==> src/rtl/pkt_bus_packer.sv <==
// Purpose: packs an MSB-first byte stream into BUS_WIDTH_B-byte words with sop/last marking and an inter-packet gap.
// Latency: 1 cycle from the accepting edge of the word-completing byte to bus_valid_o.
// Backpressure: in_ready_o drops for GAP_CYCLES cycles after each last byte; no output backpressure. Optional plen_o/plen_ovf_o under PKT_BUS_PACKER_PLEN_EN.
module pkt_bus_packer #(
    parameter int BUS_WIDTH_B = 4,
    parameter int BYTE_WIDTH  = 8,
    parameter int GAP_CYCLES  = 2
) (
    input  logic                                 CLK,
    input  logic                                 reset,
    input  logic [BYTE_WIDTH-1:0]                in_byte_i,
    input  logic                                 in_valid_i,
    input  logic                                 in_last_i,
    output logic                                 in_ready_o,
    output logic [BUS_WIDTH_B*BYTE_WIDTH-1:0]    bus_o,
    output logic                                 bus_valid_o,
    output logic                                 start_of_packet_o,
    output logic                                 last_word_o,
`ifdef PKT_BUS_PACKER_PLEN_EN
    output logic [15:0]                          plen_o,
    output logic                                 plen_ovf_o,
`endif
    output logic [$clog2(BUS_WIDTH_B+1)-1:0]     last_bytes_o
);

    localparam int IW  = $clog2(BUS_WIDTH_B);
    localparam int LBW = $clog2(BUS_WIDTH_B+1);
    localparam int WW  = BUS_WIDTH_B*BYTE_WIDTH;
    localparam int GW  = (GAP_CYCLES < 2) ? 1 : $clog2(GAP_CYCLES+1);

    typedef enum logic [1:0] {
        S_IDLE = 2'd0,
        S_FILL = 2'd1,
        S_GAP  = 2'd2
    } state_t;

    state_t           state_q, state_nxt;
    logic [IW-1:0]    idx_q;
    logic [WW-1:0]    acc_q;
    logic [GW-1:0]    gap_cnt_q;
    logic             sop_pend_q;
    logic             ready_q;

    logic             accept;
    logic             emit;
    logic             ready_nxt;
    logic [WW-1:0]    word_nxt;

    // State register
    always_ff @(posedge CLK or posedge reset) begin
        if (reset) state_q <= S_IDLE;
        else       state_q <= state_nxt;
    end

    // Next-state logic: a last byte ends the packet; GAP is skipped entirely when GAP_CYCLES is 0
    always_comb begin
        state_nxt = state_q;
        case (state_q)
            S_IDLE, S_FILL: begin
                if (accept) begin
                    if (in_last_i) state_nxt = (GAP_CYCLES == 0) ? S_IDLE : S_GAP;
                    else           state_nxt = S_FILL;
                end
            end
            S_GAP: begin
                if (gap_cnt_q <= GW'(1)) state_nxt = S_IDLE;
            end
            default: state_nxt = S_IDLE;
        endcase
    end

    // Output/datapath decode: accept/emit strobes, the word being completed, and next ready
    always_comb begin
        accept    = in_valid_i && ready_q;
        emit      = accept && (in_last_i || (idx_q == IW'(BUS_WIDTH_B-1)));
        ready_nxt = (state_nxt != S_GAP);
        word_nxt  = acc_q;
        for (int k = 0; k < BUS_WIDTH_B; k++) begin
            if (idx_q == IW'(k)) word_nxt[(BUS_WIDTH_B-k)*BYTE_WIDTH-1 -: BYTE_WIDTH] = in_byte_i;
        end
    end

    assign in_ready_o = ready_q;

    // Byte accumulation, registered word outputs and gap countdown
    always_ff @(posedge CLK or posedge reset) begin
        if (reset) begin
            acc_q             <= '0;
            idx_q             <= '0;
            gap_cnt_q         <= '0;
            sop_pend_q        <= 1'b1;
            ready_q           <= 1'b1;
            bus_o             <= '0;
            bus_valid_o       <= 1'b0;
            start_of_packet_o <= 1'b0;
            last_word_o       <= 1'b0;
            last_bytes_o      <= '0;
        end else begin
            ready_q           <= ready_nxt;
            bus_valid_o       <= emit;
            start_of_packet_o <= emit && sop_pend_q;
            last_word_o       <= emit && in_last_i;
            last_bytes_o      <= (emit && in_last_i) ? (LBW'(idx_q) + LBW'(1)) : '0;
            if (emit) bus_o <= word_nxt;

            // Accumulator is cleared on emit so unfilled lanes of a short last word read as zero
            if (accept) begin
                if (emit) begin
                    acc_q <= '0;
                    idx_q <= '0;
                end else begin
                    acc_q <= word_nxt;
                    idx_q <= idx_q + IW'(1);
                end
            end

            if (accept && in_last_i) sop_pend_q <= 1'b1;
            else if (emit)           sop_pend_q <= 1'b0;

            if (accept && in_last_i)                    gap_cnt_q <= GW'(GAP_CYCLES);
            else if (state_q == S_GAP && gap_cnt_q != '0) gap_cnt_q <= gap_cnt_q - GW'(1);
        end
    end

`ifdef PKT_BUS_PACKER_PLEN_EN
    logic [15:0] plen_cnt_q;
    logic        plen_sat_q;
    logic [15:0] plen_inc;
    logic        plen_clamp;

    // Saturating length increment for the byte being accepted
    always_comb begin
        plen_clamp = (plen_cnt_q == 16'hFFFF);
        plen_inc   = plen_clamp ? 16'hFFFF : (plen_cnt_q + 16'd1);
    end

    // Packet length counter; reported and cleared on the last byte
    always_ff @(posedge CLK or posedge reset) begin
        if (reset) begin
            plen_cnt_q <= '0;
            plen_sat_q <= 1'b0;
            plen_o     <= '0;
            plen_ovf_o <= 1'b0;
        end else begin
            plen_o     <= '0;
            plen_ovf_o <= 1'b0;
            if (accept) begin
                if (in_last_i) begin
                    plen_o     <= plen_inc;
                    plen_ovf_o <= plen_sat_q || plen_clamp;
                    plen_cnt_q <= '0;
                    plen_sat_q <= 1'b0;
                end else begin
                    plen_cnt_q <= plen_inc;
                    plen_sat_q <= plen_sat_q || plen_clamp;
                end
            end
        end
    end
`endif

endmodule

==> config.mk <==
export PLATFORM = sky130hd
export DESIGN_NAME = pkt_bus_packer
export DESIGN_NICKNAME = d
export VERILOG_FILES = /design/src/rtl/pkt_bus_packer.sv
export SDC_FILE = /design/constraint.sdc
export NUM_CORES = 1
export LEC_CHECK = 0
export ABC_CLOCK_PERIOD_IN_PS = 2170
export BUFFER_PORTS_ARGS = -buffer_cell sky130_fd_sc_hd__buf_2
export CORE_UTILIZATION = 30
export CTS_CLUSTER_SIZE = 10
export DETAILED_ROUTE_END_ITERATION = 8
export GPL_ROUTABILITY_DRIVEN = 0
export SYNTH_ARGS = -nofsm -noshare
export SYNTH_HDL_FRONTEND = slang
export SYNTH_SLANG_ARGS = --single-unit
==> constraint.sdc <==
create_clock -name CLK -period 2.17 [get_ports CLK]
set_input_delay 0.3255 -clock CLK [delete_from_list [all_inputs] [get_ports CLK]]
set_output_delay 0.3255 -clock CLK [all_outputs]
set_load 0.01 [all_outputs]
==> impl_metrics.py <==
metrics = {
    "setup_path": {
        "cp-start-kind": "register",
        "path_class": "reg2reg",
        "cp-end-kind": "register",
        "required_ns": 2.39,
        "worstPathMaxFanout": 34,
        "arrival_ns": 2.00,
    },
    "global_route": {
        "grt_max_degree": 35,
        "grt-ovfl-total": 0,
        "grt_usage_pct": 14.4,
        "grt_first_pass_wirelength_um": 14300,
        "grt_antenna_before_repair": 0,
        "grt_pass1_vias": 2554,
    },
    "routing": {
        "routed_via_density": 4.68,
        "antenna_left": 0,
        "drt-pass1-iter-count": 4,
        "drc": 0,
        "dr_total_vias": 2457,
        "wl_um": 8630,
        "drtIter0Drc": 98,
        "wire_per_inst_um": 16.4,
    },
    "timing": {
        "relSlewSlack_pct": 51.6,
        "rsz0062_at_grt": "no",
        "hold_violations": 0,
        "tightest_slew_ns": 0.716,
        "setup-violations-final": 0,
        "period_share_pct": 82.3,
        "fin_skew_ns": 0.00479,
        "maxClockFrequency_mhz": 560,
        "min_period_ns": 1.79,
        "finalSetupTns_ns": 0,
        "drv_slew": 0,
    },
    "cells_and_area": {
        "syn_to_final_growth_pct": 19.7,
        "stdcell_count": 525,
        "final_common_cell": "dfrtp_1",
        "nets": 367,
        "fillCellCount": 1258,
        "drive_gt1_share_pct": 48.2,
        "layout_common_cells": "dfrtp_1, buf_2, mux2_2, mux2_4, nand2_1",
        "antenna_cells": 0,
    },
    "power_and_ir_drop": {
        "powerDensity_mw_per_mm2": 1320,
        "p_leak_nw": 2.19,
        "ir_drop_v": 0.000557,
    },
    "synthesis": {
        "syn_inst": 299,
        "synth_cell_types": 35,
        "ys_ff_latch": 78,
        "synth-xor-area-share_pct": 0,
        "synth.avg_cell_area_um2": 13.0,
        "syn_nets": 317,
        "ys_seq_area_share_pct": 50.3,
        "synth_edf_count": 0,
        "synth_mux_area_share_pct": 21.5,
        "yosys.area_share.simple_pct": 9.40,
        "synth_compound_area_share_pct": 13.1,
        "async_flop_share_pct": 100,
        "synth-main-ff-cell": "dfrtp_1",
        "yosysWarnings": 0,
        "synth_area_mm2": 0.00389,
        "synth_fa_ha_area_share_pct": 1.93,
        "synth_top_family_by_area": "multiplexers",
    },
    "placement": {
        "hpwlAfterDp_um": 5620,
        "dp_cells": 510,
        "io_buffers": 50,
    },
    "cts": {
        "clk_path_buf_depth": 2,
        "htree_levels": 3,
        "cts_setup_buffers": 0,
        "worstSkewPairLatency_ns": 0.33,
        "clkSinkCount": 78,
        "ctsHoldBuffers": 0,
        "cts-resized-gates": 0,
        "cts_root_buffer": "clkbuf_16",
        "numCtsBuffers": 9,
        "path_clk_slew_ns": 0.06,
        "tritoncts": "done",
    },
    "die": {
        "core_area_mm2": 0.0126,
        "initial_core_util_pct": 30.8,
        "die_h_um": 116,
        "die-area_mm2": 0.0134,
        "die_x_um": 116,
        "rows": 41,
        "io_pins": 51,
    },
    "status": {
        "status": "completed",
    },
    "run": {
        "cap_violations": 0,
    },
    "worst_hold_path": {
        "hold_path.class": "in2async",
    },
}
==> worst max-delay path: stages (launching register included) <==
cell      delay, ns
dfrtp_1        0.41
ha_1           0.25
o211ai_4       0.32
inv_4          0.28
mux2_4         0.37
==> routing by layer <==
layer	GRT usage (%)	vias up	wire, µm
li1	-	1172	-
met3	2.72	10	329
met1	20.0	1225	4230
met4	6.41	0	132
met5	0	-	0
met2	21.7	50	3940
==> final cells by class <==
| type | instances | area, µm² | share of cell area, % |
|---|---|---|---|
| clock inverters | 5 | 75.1 | 1.61 |
| repair buffers | 61 | 358 | 7.69 |
| flip-flops and latches | 78 | 1950 | 42.0 |
| multi-input cells | 191 | 1790 | 38.4 |
| well taps | 172 | 215 | 4.62 |
| clock buffers | 10 | 229 | 4.92 |
| inverters | 8 | 36.3 | 0.780 |
==> kinds of logic after synthesis <==
logic type / count (synthesis)
DFF: 78
muxes: 65
AOI/OAI and AO/OA: 55
and+or+nand+nor: 65
adders and majority gates: 6
buffers and inverters: 30
==> state kept, by name, indices dropped and copies added, names as in the netlist, 2 cells and up <==
register / cells
acc_q: 32
state_q: 2
gap_cnt_q: 2
bus_o: 32
last_bytes_o: 3
idx_q: 2
==> path summary, 6_finish.rpt <==
check	startpoint	end	slack, ns	depth (start not counted)
max	idx_q[0]	bus_o[24]	0.38	4
min	reset	bus_o[5]	0.10	2
max reg2reg	idx_q[0]	bus_o[24]	0.38	4
min reg2reg	acc_q[7]	acc_q[7]	0.48	1
max in group asynchronous	reset	bus_valid_o	1.47	3
min in group CLK	in_byte_i[4]	acc_q[12]	0.38	3
==> power by group <==
group	leakage, nW	total [mW]	internal (mW)	switching [mW]
clock	0.152	1.57	0.995	0.576
sequential	1.01	2.24	1.94	0.302
combinational	1.03	2.35	1.30	1.05
total	2.19	6.17	4.23	1.93
==> cell usage after synthesis (3+ instances only) <==
master | instances | area share, %
o21ai_0 | 3 | 0.39
mux2_4 | 28 | 11
buf_6 | 3 | 0.87
nand2_1 | 22 | 2.1
nor2_1 | 3 | 0.29
dfrtp_1 | 76 | 49
clkbuf_1 | 12 | 1.2
a32o_1 | 3 | 0.77
inv_1 | 7 | 0.68
ha_1 | 6 | 1.9
nand2b_1 | 21 | 3.4
and2_1 | 10 | 1.6
o221ai_1 | 21 | 4.7
mux2_2 | 37 | 11
buf_2 | 4 | 0.51
a21bo_2 | 21 | 5.4
==> through the flow <==
step           setup WS (ns)  hold slack, ns  area, µm²  utilization, %  power [mW]
2_1_floorplan          0.429           0.449       3890               -        3.99
3_3_place_gp           0.409           0.467       4350            34.5        4.57
3_5_place_dp           0.389           0.467       4350            34.5        4.64
4_1_cts                0.376           0.134       4650            36.9        6.24
5_1_grt                0.268           0.159       4650            36.9        6.56
6_report               0.384           0.104       4650            36.9        6.17
Power figures use the tool's default switching activity.
